$ cat config.mk
export PLATFORM = sky130hd
export DESIGN_NAME = gs_mem_arbiter
export DESIGN_NICKNAME = d
export VERILOG_FILES = /design/src/rtl/gs_mem_arbiter.sv
export SDC_FILE = /design/constraint.sdc
export NUM_CORES = 1
export LEC_CHECK = 0
export BUFFER_PORTS_ARGS = -buffer_cell sky130_fd_sc_hd__buf_4
export CORE_MARGIN = 5
export CORE_UTILIZATION = 57
export CTS_BUF_LIST = sky130_fd_sc_hd__clkbuf_4 sky130_fd_sc_hd__clkbuf_8 sky130_fd_sc_hd__clkbuf_16
export DETAILED_ROUTE_END_ITERATION = 10
export PLACE_DENSITY = 0.81
export SYNTH_ARGS = -nofsm -noshare
export SYNTH_HDL_FRONTEND = slang
export SYNTH_SLANG_ARGS = --single-unit
$ cat constraint.sdc
create_clock -name clk_sys -period 3.3 [get_ports clk_sys]
set_clock_uncertainty 0.15 [all_clocks]
set_input_delay 0 -clock clk_sys [delete_from_list [all_inputs] [get_ports clk_sys]]
set_output_delay 0 -clock clk_sys [all_outputs]
set_load 0.02 [all_outputs]
$ cat src/rtl/gs_mem_arbiter.sv
// gs_mem_arbiter: shares the single byte-wide General Sound memory port
// between the GS CPU and the ROM/data loader byte stream. Loader writes are
// queued in a small FIFO and the two requesters are granted round-robin.
// GS accesses beyond the configured GS memory size complete without a memory
// cycle: reads return 8'hFF and writes are dropped.
//
// Optional feature macro: GS_MEM_ARBITER_RDCACHE_EN
//   When defined, a one-entry GS read latch lets a repeated in-range read of
//   the last address complete without a memory cycle.
//
// Ports:
//   clk_sys, reset         clock; synchronous active-high reset
//   gs_size                0 = 512KB, 1 = 1MB, 2/3 = 2MB
//   gs_addr, gs_din        GS address and write data
//   gs_rd, gs_wr           GS request levels, held until gs_wait is low
//   gs_dout                GS read data (registered)
//   gs_wait                GS access pending (combinational)
//   ld_wr, ld_addr, ld_data loader write strobe and payload
//   ld_full                loader FIFO full (registered)
//   mem_addr, mem_din      memory address and write data (registered)
//   mem_rd, mem_wr         memory request, held until mem_ready (registered)
//   mem_dout, mem_ready    memory read data and completion pulse
module gs_mem_arbiter #(
  parameter int unsigned ADDR_W        = 21,
  parameter int unsigned LD_FIFO_DEPTH = 4
) (
  input  logic              clk_sys,
  input  logic              reset,
  input  logic [1:0]        gs_size,
  input  logic [ADDR_W-1:0] gs_addr,
  input  logic [7:0]        gs_din,
  input  logic              gs_rd,
  input  logic              gs_wr,
  output logic [7:0]        gs_dout,
  output logic              gs_wait,
  input  logic              ld_wr,
  input  logic [ADDR_W-1:0] ld_addr,
  input  logic [7:0]        ld_data,
  output logic              ld_full,
  output logic [ADDR_W-1:0] mem_addr,
  output logic [7:0]        mem_din,
  output logic              mem_rd,
  output logic              mem_wr,
  input  logic [7:0]        mem_dout,
  input  logic              mem_ready
);

  localparam int unsigned PTR_W = (LD_FIFO_DEPTH > 1) ? $clog2(LD_FIFO_DEPTH) : 1;
  localparam int unsigned CNT_W = PTR_W + 1;
  localparam logic [CNT_W-1:0] FULL_CNT = CNT_W'(LD_FIFO_DEPTH);

  typedef enum logic [1:0] {IDLE, GS_MEM, LD_MEM, GS_OOR} state_t;

  typedef struct packed {
    logic [ADDR_W-1:0] addr;
    logic [7:0]        data;
  } ld_entry_t;

  state_t            state, state_d;
  logic              last_grant, last_grant_d;  // 1 = loader granted last
  logic              op_wr, op_wr_d;            // current GS op is a write
  logic [7:0]        cpl_data, cpl_data_d;      // read data for memory-less completion
  logic [ADDR_W-1:0] mem_addr_d;
  logic [7:0]        mem_din_d;
  logic              mem_rd_d, mem_wr_d;
  logic [7:0]        gs_dout_d;

  logic              done, done_set;
  logic [ADDR_W-1:0] done_addr;
  logic              done_rd, done_wr;

  logic              gsp, oor, rc_hit;
  logic [7:0]        rc_q;
  logic              grant_gs, grant_ld;

  ld_entry_t         fifo_mem [LD_FIFO_DEPTH];
  ld_entry_t         head;
  logic [PTR_W-1:0]  wr_ptr, rd_ptr;
  logic [CNT_W-1:0]  count, count_d;
  logic              push, pop, fifo_full;

  // GS request is pending until its completion is latched in done
  assign gsp     = (gs_rd | gs_wr) & ~done;
  assign gs_wait = gsp;

  // Address beyond the configured GS memory size
  always_comb begin
    case (gs_size)
      2'd0:    oor = |gs_addr[20:19];
      2'd1:    oor = gs_addr[20];
      default: oor = 1'b0;
    endcase
  end

  // Round-robin: on contention, grant whoever was not granted last
  assign grant_ld = (state == IDLE) & (count != '0) & (~gsp | ~last_grant);
  assign grant_gs = (state == IDLE) & gsp & ~grant_ld;

  // Loader FIFO
  assign head      = fifo_mem[rd_ptr];
  assign fifo_full = (count == FULL_CNT);
  assign pop       = grant_ld;
  assign push      = ld_wr & (~fifo_full | pop);
  assign count_d   = count + CNT_W'(push) - CNT_W'(pop);

  always_ff @(posedge clk_sys) begin
    if (reset) begin
      wr_ptr  <= '0;
      rd_ptr  <= '0;
      count   <= '0;
      ld_full <= 1'b0;
    end else begin
      if (push) wr_ptr <= wr_ptr + PTR_W'(1);
      if (pop)  rd_ptr <= rd_ptr + PTR_W'(1);
      count   <= count_d;
      ld_full <= (count_d == FULL_CNT);
    end
  end

  // FIFO storage needs no reset; pointers define validity
  always_ff @(posedge clk_sys) begin
    if (push) fifo_mem[wr_ptr] <= {ld_addr, ld_data};
  end

`ifdef GS_MEM_ARBITER_RDCACHE_EN
  logic              rc_valid;
  logic [ADDR_W-1:0] rc_addr;
  logic [7:0]        rc_data;

  // One-entry read latch: filled by GS memory reads, dropped by writes to it
  always_ff @(posedge clk_sys) begin
    if (reset) begin
      rc_valid <= 1'b0;
      rc_addr  <= '0;
      rc_data  <= 8'h00;
    end else if ((state == GS_MEM) & mem_ready & ~op_wr) begin
      rc_valid <= 1'b1;
      rc_addr  <= mem_addr;
      rc_data  <= mem_dout;
    end else if ((grant_gs & gs_wr & (rc_addr == gs_addr)) |
                 (grant_ld & (rc_addr == head.addr))) begin
      rc_valid <= 1'b0;
    end
  end

  assign rc_hit = rc_valid & (rc_addr == gs_addr);
  assign rc_q   = rc_data;
`else
  assign rc_hit = 1'b0;
  assign rc_q   = 8'hFF;
`endif

  // Next-state and registered-output logic
  always_comb begin
    state_d      = state;
    last_grant_d = last_grant;
    op_wr_d      = op_wr;
    cpl_data_d   = cpl_data;
    mem_addr_d   = mem_addr;
    mem_din_d    = mem_din;
    mem_rd_d     = mem_rd;
    mem_wr_d     = mem_wr;
    gs_dout_d    = gs_dout;
    done_set     = 1'b0;
    case (state)
      IDLE: begin
        if (grant_ld) begin
          last_grant_d = 1'b1;
          mem_addr_d   = head.addr;
          mem_din_d    = head.data;
          mem_wr_d     = 1'b1;
          state_d      = LD_MEM;
        end else if (grant_gs) begin
          last_grant_d = 1'b0;
          op_wr_d      = gs_wr;
          if (oor) begin
            cpl_data_d = 8'hFF;
            state_d    = GS_OOR;
          end else if (rc_hit & ~gs_wr) begin
            cpl_data_d = rc_q;
            state_d    = GS_OOR;
          end else begin
            mem_addr_d = gs_addr;
            mem_din_d  = gs_din;
            mem_rd_d   = ~gs_wr;
            mem_wr_d   = gs_wr;
            state_d    = GS_MEM;
          end
        end
      end
      GS_MEM: begin
        if (mem_ready) begin
          mem_rd_d = 1'b0;
          mem_wr_d = 1'b0;
          done_set = 1'b1;
          if (~op_wr) gs_dout_d = mem_dout;
          state_d  = IDLE;
        end
      end
      LD_MEM: begin
        if (mem_ready) begin
          mem_wr_d = 1'b0;
          state_d  = IDLE;
        end
      end
      GS_OOR: begin
        done_set = 1'b1;
        if (~op_wr) gs_dout_d = cpl_data;
        state_d  = IDLE;
      end
      default: state_d = IDLE;
    endcase
  end

  always_ff @(posedge clk_sys) begin
    if (reset) begin
      state      <= IDLE;
      last_grant <= 1'b0;
      op_wr      <= 1'b0;
      cpl_data   <= 8'hFF;
      mem_addr   <= '0;
      mem_din    <= 8'h00;
      mem_rd     <= 1'b0;
      mem_wr     <= 1'b0;
      gs_dout    <= 8'hFF;
    end else begin
      state      <= state_d;
      last_grant <= last_grant_d;
      op_wr      <= op_wr_d;
      cpl_data   <= cpl_data_d;
      mem_addr   <= mem_addr_d;
      mem_din    <= mem_din_d;
      mem_rd     <= mem_rd_d;
      mem_wr     <= mem_wr_d;
      gs_dout    <= gs_dout_d;
    end
  end

  // Done latch: blocks re-issue of a completed GS access until its request changes
  always_ff @(posedge clk_sys) begin
    if (reset) begin
      done      <= 1'b0;
      done_addr <= '0;
      done_rd   <= 1'b0;
      done_wr   <= 1'b0;
    end else if (done_set) begin
      done      <= 1'b1;
      done_addr <= gs_addr;
      done_rd   <= gs_rd;
      done_wr   <= gs_wr;
    end else if (done & ((~gs_rd & ~gs_wr) | (gs_addr != done_addr) |
                         (gs_rd != done_rd) | (gs_wr != done_wr))) begin
      done <= 1'b0;
    end
  end

endmodule

==> metrics list, run 1 <==
- Status: completed
- After synthesis, flip-flops and latches occupy 63.8% of the total area.
* Hold Vio Cnt, Final: 0
- Share of power burned in combinational logic: 34.5%
- Library cell contributing the largest single delay on the critical path: sky130_fd_sc_hd__nand2b_1
* Number of nets at the end of the flow: 848
- Entering global routing, the biggest net connects 63 pins.
- Horizontal extent of the die: 128 um
* Most common flop cell mapped by yosys: sky130_fd_sc_hd__edfxtp_1
* Worst-path clk slew: 0.07 ns
* Max FO, Critical Path: 23
- Timing would allow up to 373 MHz.
- Synthesized area per cell: 14.2 um^2
- Clock latency on the worst-skew pair: 0.42 ns
- DRC violation total after the first TritonRoute iteration: 350
- The worst pin sits at a relative slew slack of 27.4%.
- The synthesized netlist contains 46 unique library cells.
- Setup TNS: 0 ns
* Maximum clock path buffer count: 2
* Classification of the worst setup path: register to register
- Setup Viol. Count Final: 0
* Fillcell total: 788
* Sequential Power Share: 39.7%
- Length in cells of the worst reg-to-reg path: 5
* Vias: 5294
- The analysis attributes to net switching a power of 2.70 mW.
* Area grow syn2layout: 32.6%
- Net count after synthesis: 639
- Of the total power, the share spent switching nets is 33.0%.
* Global router's overall resource usage: 23.3%
- After layout, the design draws a total of 8.17 mW.
- Antenna violations before repair: 0
* Number of remaining DRC errors: 0
- Number of input and output port buffers inserted: 114
* Starting Density: 57.4%
- Kind of path behind the tightest hold check: input port to register
- Across all register-to-register paths, the minimum setup slack is 0.62 ns.
- Worst min-delay path endpoint: mem_rd
- Walking the worst path, the cells encountered are ha_1, nand2b_1, nand2_1, a21oi_1, dlygate4sd3_1.
- In this design, the stage delay of the slowest critical-path cell is 0.77 ns.
* Count of nets left with antenna violations after detail routing: 0
- The worst-case IR drop observed on VDD is 0.562 mV.
- After floorplanning, the core was sized to cover 0.0137 mm^2.
- Required time worst endpoint: 3.52 ns
- Hold path startpoint: gs_size[1]
* Pins over their slew limit: 0
* Leftover overflow at the end of global routing: 0
- Arrival time worst endpoint: 2.90 ns
* Max-cap violations: 0
* Share of synthesized registers carrying an async set or reset: 0%
- Startpoint kind of the worst setup timing path: register
- Placed Instance Area: 0.00891 mm^2
- After routing the design area is 0.0104 mm^2.
- The startpoint identified for the worst register-to-register timing path is state[0].
- Number of instances in the synthesized netlist: 555
- Clock power share: 25.8%
- TritonCTS clock tree: done
- Count of inserted antenna diode cells: 0
- The final critical path takes up 81.4% of the cycle.
* Reg2Reg Capture Point: done_addr[9]
* Leak Pwr: 3.99 nW
- In the routed layout, each cell is associated on average with a via count of 5.53.
* EDFF count, synth: 116
- For this design, the sink count on the clock tree is 193.
* Fraction of final layout cells with drive strength greater than 1: 28.2%
* Routed WL per cell: 19.3 um
- Synthesis inferred 193 register bits.
- Counting the buffers created by CTS gives 17.
- Yosys printed 0 warnings.
- Root Buffer Master: sky130_fd_sc_hd__clkbuf_16
* Die H: 128 um
* Worst Hold Depth: 4
- The first global-routing pass estimated 29100 um of wire.
* First drt pass iteration count: 5
- Unrepaired setup endpoints after global routing: false
* HPWL after DPL: 11400 um
- Post-layout min period: 2.68 ns
- The worst setup path is captured at a register.
- The via count of the first global-routing pass came to 5595.
* Top-level I/O count: 115
- Slew of the pin with the lowest slew margin: 1.09 ns
- Core occupancy in the finished layout: 76.1%
- Summing every instance area after synthesis gives 0.00787 mm^2.
- Internal Pwr Total: 5.48 mW
* Total length of routed wires: 18400 um
- DIE AREA: 0.0163 mm^2
- Row count: 43
* Worst hold-check slack: 0.0638 ns
- Dividing total power by cell area gives a power density of 783 mW/mm^2.
* Number of levels in the clock H-tree: 4
- Final weighted congestion of routability-driven global placement: 0.873
-- worst max-delay path: cells and delay by family (launching register included) --
family / cells / cell delay [ns]
adder cells (fa/ha/maj): 1 / 0.41
buffers and inverters: 1 / 0.57
AND/OR/NAND/NOR: 2 / 0.91
AO/OA/AOI/OAI: 1 / 0.19
flip-flops: 1 / 0.38
-- flip-flops by register name, indices dropped and copies added, names as in the netlist, 2 cells and up, named ones only --
signal	flops
mem_addr	21
gs_dout	8
rd_ptr	2
done_addr	21
mem_din	8
count	3
state	2
wr_ptr	2
fifo_mem	116
-- cells by family (layout without fill, tap and decap cells) --
group | Yosys count | after routing | synth area share (%)
DFF | 193 | 193 | 63.8
and+or+nand+nor | 135 | 135 | 7.45
AOI/OAI and AO/OA | 84 | 84 | 8.49
muxes | 62 | 62 | 12.5
buffers and inverters | 44 | 266 | 3.02
xor gates and xnor gates | 27 | 27 | 3.00
adders and majority gates | 10 | 10 | 1.68
-- how the worst max path moves through the flow --
| stage | startpoint | to | slack [ns] | cells after the start |
|---|---|---|---|---|
| global route | state[1] | ld_full | 0.38 | 13 |
| finish | state[0] | done_addr[9] | 0.62 | 5 |
| CTS | state[1] | ld_full | 0.61 | 13 |
| global placement | state[0] | ld_full | 0.75 | 13 |
| detailed placement | state[0] | ld_full | 0.64 | 12 |
| floorplan | state[0] | ld_full | 0.58 | 12 |
-- timing repair --
action / CTS / global route
hold buffers: 91 / 0
endpoints found under the hold margin: 189 / 0
buffers inserted: 0 / 0
gates resized for setup: 0 / 0
-- through the flow --
step                std cells  setup slack [ns]
floorplan                 555             0.584
global placement          834             0.755
detailed placement        834             0.643
CTS                       957             0.608
global route              957             0.381
finish                    957             0.615
-- placed cells by master, fill, tap and decap left out, drive strengths merged, types with 2 or more instances in the layout --
cell type,netlist,routed
a211oi,30,30
a21oi,28,28
a31oi,2,2
a32oi,2,2
and2,4,4
buf,16,128
bufinv,0,3
clkbuf,13,19
clkinv,0,4
clkinvlp,0,5
dfxtp,77,77
dlygate4sd3,0,91
edfxtp,116,116
ha,9,9
inv,15,16
mux2i,32,32
mux4,29,29
nand2,50,50
nand2b,2,2
nand3,3,3
nor2,53,53
nor2b,4,4
nor3,10,10
nor3b,2,2
nor4,6,6
o21ai,5,5
o21bai,10,10
xnor2,5,5
xor2,22,22
-- metal layers --
layer | up-vias | GRT usage [%] | share of wire [%]
met3 | 34 | 4.60 | 4.8
met5 | - | 0 | 0
li1 | 2469 | - | -
met4 | 0 | 8.33 | 2.1
met1 | 2611 | 27.8 | 40
met2 | 180 | 41.8 | 53
-- cell type report --
| type | count | area [um^2] | share of cell area (%) |
|---|---|---|---|
| Sequential cell | 193 | 5030 | 48.2 |
| Timing Repair Buffer | 219 | 1900 | 18.2 |
| Inverter | 15 | 61.3 | 0.588 |
| Multi-Input combinational cell | 318 | 2610 | 25.0 |
| Clock buffer | 19 | 453 | 4.34 |
| Clock inverter | 13 | 160 | 1.53 |
| Tap cell | 180 | 225 | 2.16 |
-- Yosys cell counts, types with 9 or more instances --
master	n	share of area [%]
sky130_fd_sc_hd__edfxtp_1	116	44
sky130_fd_sc_hd__o21bai_1	9	0.86
sky130_fd_sc_hd__nand2_1	49	2.3
sky130_fd_sc_hd__a211oi_2	20	3.2
sky130_fd_sc_hd__inv_1	13	0.62
sky130_fd_sc_hd__nor2_1	53	2.5
sky130_fd_sc_hd__nor3_1	9	0.57
sky130_fd_sc_hd__mux4_2	29	8.3
sky130_fd_sc_hd__ha_1	9	1.4
sky130_fd_sc_hd__dfxtp_1	77	20
sky130_fd_sc_hd__clkbuf_1	13	0.62
sky130_fd_sc_hd__xor2_1	22	2.4
sky130_fd_sc_hd__a21oi_1	27	1.7
sky130_fd_sc_hd__mux2i_1	32	4.1
sky130_fd_sc_hd__a211oi_1	10	0.95
-- power by group through the flow --
stage / combinational (mW) / clock [mW] / sequential (mW)
after floorplan: 1.85 / 0 / 3.40
after global placement: 2.57 / 0 / 3.26
after detailed placement: 2.67 / 0 / 3.29
after CTS: 2.82 / 2.13 / 3.24
after global routing: 3.04 / 2.25 / 3.29
final: 2.82 / 2.11 / 3.25
No activity file was read; power rests on OpenSTA's default activity.
==> inputs of run 2 (changes only) <==
Clock period 3.3 ns to 2.57 ns, I/O delays scaled along.
==> run 2 against run 1 <==
Against the previous run:
- sequential cell count unchanged
- first-iteration DRC count rose by 12%
- design area is 0.71% higher
- non-clock buffer count increased by 13
- wire length is 3.5% higher
- critical path type unchanged
- cell count up 1.4%
- core utilization rose by 0.54 points
- sequential share of layout area shrank 0.30 points
- via count rose by 2.1%
==> metrics list, run 2 (synthesized netlist as in run 1, its figures left out) <==
- The run finished with clean final reports.
* Cells after DPL: 839 (+0.60%)
* Count of nets left with antenna violations after detail routing: 0 (unchanged)
- Worst voltage drop across the vdd grid: 0.628 mV (+12%)
- The max-slew headroom at the worst pin is 56.5% (+29 points).
- Clock power share: 23.6% (-2.2 points)
* Most used cells in the layout excluding fill and tap cells: 138 x sky130_fd_sc_hd__buf_4, 116 x sky130_fd_sc_hd__edfxtp_1, 92 x sky130_fd_sc_hd__dlygate4sd3_1
* Fillcell total: 803 (+1.9%)
- Regs by FF count: fifo_mem x116, done_addr x21, mem_addr x21
- The vertical die dimension was 128 um (unchanged).
- The total internal power is 6.99 mW (+28%).
- The starting DRC count in detailed routing was 392 (+12%).
- The library cell used most frequently in the layout, excluding fill and tap cells, is sky130_fd_sc_hd__buf_4.
- The via count of the first global-routing pass came to 5643 (+0.86%).
- The min-delay analysis places its worst path in the category input port to register.
- The power density of the placed cells came to 998 mW/mm^2 (+27%).
- Count of non-filler cells in the finished layout: 970 (+1.4%)
- Final weighted congestion of routability-driven global placement: 0.838 (-4.1%)
* Fraction of final layout cells with drive strength greater than 1: 30.3% (+2.1 points)
- Number of remaining DRC errors: 0 (unchanged)
- HPWL after DPL: 11000 um (-3.9%)
- Post-layout worst setup margin: 0.0187 ns (-0.597 ns)
- The number of nets in the layout came to 861 (+1.5%).
* Top-level I/O count: 115 (unchanged)
- Total length of routed wires: 19100 um (+3.5%)
* Post-layout min period: 2.55 ns (-0.133 ns)
- The transition at the pin with the smallest max-transition slack was 0.653 ns (-0.437 ns).
- Global router's overall resource usage: 24.0% (+0.70 points)
- The switching power was 3.49 mW (+29%).
- The post-detailed-route wirelength per cell came to 19.7 um (+2.1%).
- The top achievable clock speed is 392 MHz (+5.2%).
* Post-route standard cell area excluding fillers: 0.0105 mm^2 (+0.71%)
- Power, Total: 10.5 mW (+28%)
- The number of pins with negative max-slew slack in the final report is 0 (unchanged).
- The switching part of the total power was 33.3% (+0.28 points).
- Setup TNS: 0 ns (unchanged)
* Horizontal extent of the die: 128 um (unchanged)
* Area grow syn2layout: 33.5%
* Root Buffer Master: sky130_fd_sc_hd__clkbuf_16
- The area of the die was 0.0163 mm^2 (unchanged).
- The end-of-flow core utilization came to 76.6% (+0.54 points).
- Leftover overflow at the end of global routing: 0 (unchanged)
* Vias: 5403 (+2.1%)
* Critical path capture point type: register
- Antenna violations before repair: 0 (unchanged)
- Drt via density: 5.57 (+0.69%)
* Max FFs per register: 116 (unchanged)
* TritonCTS clock tree: done
- Setup Viol. Count Final: 0 (unchanged)
- The largest fanout of any net on the critical path was 5 (-78%).
* Core area: 0.0137 mm^2 (unchanged)
- The worst setup path is launched from a register.
- Worst hold-check slack: 0.0250 ns (-0.0388 ns)
* First drt pass iteration count: 5 (unchanged)
- The maximum buffer depth of the clock tree was 2 (unchanged).
- The sink count of the clock tree was 193 (unchanged).
- Required time worst endpoint: 2.74 ns (-0.78 ns)
- The number of placement rows came to 43 (unchanged).
- The total of buffers placed on input and output ports was 114 (unchanged).
- The combinational power share is 37.0% (+2.5 points).
* Clock latency on the worst-skew pair: 0.42 ns (about the same)
* Max-cap violations: 0 (unchanged)
- The initial standard-cell utilization of the core was 57.4% (unchanged).
* Leak Pwr: 4.04 nW (+1.4%)
- Number of levels in the clock H-tree: 4 (unchanged)
- Largest net degree at the start of global routing: 59 (-6.3%)
- Arrival time worst endpoint: 2.72 ns (-0.18 ns)
- Unrepaired setup endpoints after global routing: true
- The number of antenna repair diodes is 0 (unchanged).
* Register with the highest flop count: fifo_mem
- Global-route wire length before repair: 29900 um (+2.7%)
- The number of hold violations in the final report is 0 (unchanged).
* Sequential Power Share: 39.4% (-0.3 points)
- Classification of the worst setup path: register to register
- Minimum setup slack after placement: 0.0748 ns (-0.568 ns)
- The share of the clock period used by the worst path after layout came to 99.3% (+18 points).
- The post-placement cell area was 0.00895 mm^2 (+0.49%).
- Worst-path clk slew: 0.07 ns (about the same)
* Number of CTS-inserted buffers: 17 (unchanged)
## run 2: final timing paths
check,start,endpoint,cells past startpoint,slack [ns]
worst max-delay path,done,ld_full,12,0.02
worst max register to register,done,ld_full,12,0.02
worst min-delay path,ld_wr,wr_ptr[0],6,0.02
worst min register to register,mem_wr,mem_wr,2,0.33
## run 2: layout make-up
class                           count  area (um^2)  share of cell area [%]
Inverter                           15         61.3                   0.583
Tap cell                          180          225                    2.14
Timing Repair Buffer              232         1990                    18.9
Multi-Input combinational cell    318         2650                    25.3
Sequential cell                   193         5030                    47.9
Clock inverter                     11         88.8                   0.845
Clock buffer                       21          462                    4.39
## run 2: worst max-delay path, stage by stage, from the launching register on
cell and delay, ns:
sky130_fd_sc_hd__dfxtp_2 0.33, sky130_fd_sc_hd__o21bai_2 0.22, sky130_fd_sc_hd__inv_2 0.11, sky130_fd_sc_hd__a21oi_2 0.09, sky130_fd_sc_hd__nand2_4 0.11, sky130_fd_sc_hd__inv_6 0.03
sky130_fd_sc_hd__ha_1 0.26, sky130_fd_sc_hd__inv_1 0.04, sky130_fd_sc_hd__ha_2 0.17, sky130_fd_sc_hd__fa_2 0.37, sky130_fd_sc_hd__xnor2_2 0.15, sky130_fd_sc_hd__xnor2_1 0.15
sky130_fd_sc_hd__nor4_1 0.28
## run 2: power by group through the flow
stage                     sequential (mW)  combinational (mW)  clock [mW]
after floorplan                      4.36                2.39           0
after global placement               4.14                3.40           0
after detailed placement             4.17                3.52           0
after CTS                            4.11                3.71        2.50
after global routing                 4.18                4.18        2.65
final                                4.13                3.88        2.47
## run 2: repair_timing
| action | CTS | global route |
|---|---|---|
| hold buffers | 92 | 0 |
| setup buffers | 0 | 7 |
| hold endpoints to repair | 192 | 0 |
| gates resized for setup | 0 | 12 |
| setup endpoints to repair | 0 | 30 |
## run 2: per-layer routing
layer / vias to the layer above / track usage [%] / part of all wire [%]
li1: 2495 / - / -
met1: 2699 / 28.9 / 39
met2: 185 / 42.3 / 53
met3: 24 / 5.35 / 5.6
met4: 0 / 8.64 / 1.6
met5: - / 0 / 0
==> inputs of run 3 (changes only) <==
Settings changed: CORE_UTILIZATION 57 to 61, PLACE_DENSITY 0.81 to 0.85.
Clock period 2.57 ns to 3.2 ns, I/O delays scaled along.
==> run 3 against run 2 <==
Against the previous run:
- total power is 20% lower
- die area is 6.0% lower
- cell count is 3.7% lower
- critical path type unchanged
- critical endpoint unchanged
- largest cell class unchanged
- largest power group unchanged
==> metrics list, run 3 (synthesized netlist as in run 1, its figures left out) <==
* Status: completed
- Starting Density: 62.4% (+5.0 points)
* Post-layout worst setup margin: 0.389 ns (+0.371 ns)
- Combined buffer and inverter count along the critical path: 4 (+1)
- Count of nets left with antenna violations after detail routing: 0 (unchanged)
- The worst setup path is launched from a register.
- Worst min-delay path endpoint: count[2]
* First drt pass iteration count: 5 (unchanged)
- The total number of vias was 5387 (-0.30%).
* Antenna violations before repair: 1 (+1)
* Global-route wire length before repair: 29900 um (about the same)
* Required time worst endpoint: 3.32 ns (+0.58 ns)
* TritonCTS clock tree: done
* HPWL after DPL: 11100 um (+1.1%)
* Core area: 0.0126 mm^2 (-8.0%)
* Reg2Reg Capture Point: ld_full
- Horizontal extent of the die: 124 um (-3.1%)
- Number of input and output port buffers inserted: 114 (unchanged)
- Clock tree sinks: 193 (unchanged)
* Post-cts repair resize count: 0 (unchanged)
- Power, Total: 8.42 mW (-20%)
- The power density of the placed cells was 820 mW/mm^2 (-18%).
- Clock latency on the worst-skew pair: 0.43 ns (about the same)
* Hold path startpoint: reset
- Register Area: 0.00503 mm^2 (about the same)
- Slew of the pin with the lowest slew margin: 1.12 ns (+0.467 ns)
- Worst-path clk slew: 0.06 ns (about the same)
* Hold Vio Cnt, Final: 0 (unchanged)
- Max-cap violations: 0 (unchanged)
* Leftover overflow at the end of global routing: 0 (unchanged)
- The max-slew headroom at the worst pin was 25.3% (-31 points).
- The number of flip-flops in the largest register came to 116 (unchanged).
- The setup TNS came to 0 ns (unchanged).
- The minimum setup slack among reg-to-reg paths was 0.39 ns (+0.37 ns).
- Maximum clock path buffer count: 2 (unchanged)
- Unrepaired setup endpoints after global routing: false
* Routed WL per cell: 20.3 um (+3.2%)
- Number of nets at the end of the flow: 832 (-3.4%)
* Worst Hold Depth: 2 (-4)
* Register with the highest flop count: fifo_mem
* DRC violation total after the first TritonRoute iteration: 642 (+64%)
- The post-route cell area was 0.0103 mm^2 (-2.3%).
- Kind of path behind the tightest hold check: input port to register
- The remaining design rule violation count is 0 (unchanged).
- The worst setup path is captured at a register.
- The number of inserted filler cells in the final layout was 653 (-19%).
- Classification of the worst setup path: register to register
- The kind of cell with the highest combined delay along the critical path is adder cells.
* Setup Viol. Count Final: 0 (unchanged)
* Worst voltage drop across the vdd grid: 0.537 mV (-15%)
- Number of CTS-inserted buffers: 17 (unchanged)
- The share of the clock period used by the worst path after layout came to 87.8% (-11 points).
- Library cell contributing the largest single delay on the critical path: sky130_fd_sc_hd__fa_1
- Row count: 41 (-4.7%)
- The number of top-level pins was 115 (unchanged).
- Leak Pwr: 3.89 nW (-3.7%)
- Commonest non-fill, non-tap cell in the layout: sky130_fd_sc_hd__buf_4
- Cell Chain, Critical Path: inv_1, ha_1, o21ai_0, a31oi_1, buf_4, inv_1, ha_1, inv_1, ha_1, fa_1, xnor2_1, xnor2_1, nor4_1
- Total area of multi-input combinational cells: 0.00261 mm^2 (-1.6%)
* Total length of routed wires: 19000 um (-0.63%)
- Arrival time worst endpoint: 2.93 ns (+0.21 ns)
- Via count of the first global-routing pass: 5780 (+2.4%)
* Minimum setup slack after placement: 0.454 ns (+0.380 ns)
* Pins over their slew limit: 0 (unchanged)
- Count of cell instances traversed by the critical path: 13 (+1)
* Regs by FF count: fifo_mem x116, done_addr x21, mem_addr x21
- The peak per-stage delay on the critical path is 0.37 ns (about the same).
- Die H: 124 um (-3.1%)
- Reg-to-reg startpoint: state[0]
* Length in cells of the worst reg-to-reg path: 13 (+1)
- Final weighted congestion of routability-driven global placement: 0.838 (about the same)
- The largest fanout of any net on the critical path was 7 (+2).
- The area of the die was 0.0153 mm^2 (-6.0%).
- Maximum clock frequency: 356 MHz (-9.2%)
* Core occupancy in the finished layout: 81.3% (+4.7 points)
- The library cells used most frequently in the layout, excluding fill and tap cells, are 124 x sky130_fd_sc_hd__buf_4, 116 x sky130_fd_sc_hd__edfxtp_1, 76 x sky130_fd_sc_hd__dfxtp_1, 76 x sky130_fd_sc_hd__dlygate4sd3_1, 53 x sky130_fd_sc_hd__nor2_1.
* Area grow syn2layout: 30.4%
- The post-detailed-route via-to-cell ratio was 5.77 (+3.5%).
- Number of levels in the clock H-tree: 4 (unchanged)
- Global router's overall resource usage: 26.4% (+2.4 points)
* Largest net degree at the start of global routing: 80 (+36%)
- The fraction of final layout cells with drive strength greater than 1 is 28.6% (-1.6 points).
- Placed Instance Area: 0.00891 mm^2 (-0.54%)
- In this run the clock root is driven by a sky130_fd_sc_hd__clkbuf_16.
- Post-layout min period: 2.81 ns (+0.259 ns)
run 3: changes by cell type in the layout (fill, tap and decap cells not counted), moves of 2 or more:
cell	previous run	this run
sky130_fd_sc_hd__dlygate4sd3_1	92	76
sky130_fd_sc_hd__buf_4	138	124
sky130_fd_sc_hd__clkinv_1	3	0
sky130_fd_sc_hd__dfxtp_1	73	76
sky130_fd_sc_hd__dfxtp_2	4	1
sky130_fd_sc_hd__buf_12	1	3
sky130_fd_sc_hd__clkbuf_8	1	3
sky130_fd_sc_hd__ha_1	7	9
sky130_fd_sc_hd__inv_1	11	13
sky130_fd_sc_hd__inv_2	3	1
run 3: final cells by class:
type / count / share of cell area, %
diodes: 1 / 0.0244
multi-input cells: 318 / 25.5
flip-flops and latches: 193 / 49.0
inverters: 15 / 0.597
clock buffers: 23 / 4.77
clock inverters: 9 / 1.02
repair buffers: 203 / 17.1
well taps: 172 / 2.10
run 3: metal layers:
metal | track usage, % | vias up | routed length (um)
li1 | - | 2433 | -
met1 | 30.7 | 2690 | 7160
met2 | 46.6 | 223 | 10000
met3 | 6.54 | 41 | 1300
met4 | 11.3 | 0 | 477
met5 | 0 | - | 0
run 3: metrics by stage:
stage	cells	hold slack, ns
2_1_floorplan	555	-0.0511
3_3_place_gp	825	0.0498
3_5_place_dp	825	0.0524
4_1_cts	933	0.0252
5_1_grt	934	0.0588
6_report	934	0.0272
run 3: how the worst max path moves through the flow:
stage                  start      end  slack, ns
CTS                 state[1]  ld_full       0.41
finish              state[0]  ld_full       0.39
global placement    state[0]  ld_full       0.58
detailed placement  state[0]  ld_full       0.45
floorplan           state[0]  ld_full       0.48
global route        state[0]  ld_full       0.19
run 3: what timing repair did:
item,in CTS,in global routing
endpoints found under the setup margin,0,0
buffers inserted,0,0
endpoints found under the hold margin,185,0
hold buffers,76,0
run 3: where the power goes:
group	internal, mW	total, mW	switching, mW
registers	3.08	3.34	0.260
logic	1.29	2.96	1.67
clock network	1.24	2.11	0.876
run 3: worst register-to-register path, cell delays in order, from the launching register on:
cell,delay (ns)
sky130_fd_sc_hd__dfxtp_1,0.35
sky130_fd_sc_hd__inv_1,0.09
sky130_fd_sc_hd__ha_1,0.24
sky130_fd_sc_hd__o21ai_0,0.12
sky130_fd_sc_hd__a31oi_1,0.19
sky130_fd_sc_hd__buf_4,0.18
sky130_fd_sc_hd__inv_1,0.05
sky130_fd_sc_hd__ha_1,0.27
sky130_fd_sc_hd__inv_1,0.04
sky130_fd_sc_hd__ha_1,0.18
sky130_fd_sc_hd__fa_1,0.38
sky130_fd_sc_hd__xnor2_1,0.19
sky130_fd_sc_hd__xnor2_1,0.17
sky130_fd_sc_hd__nor4_1,0.06
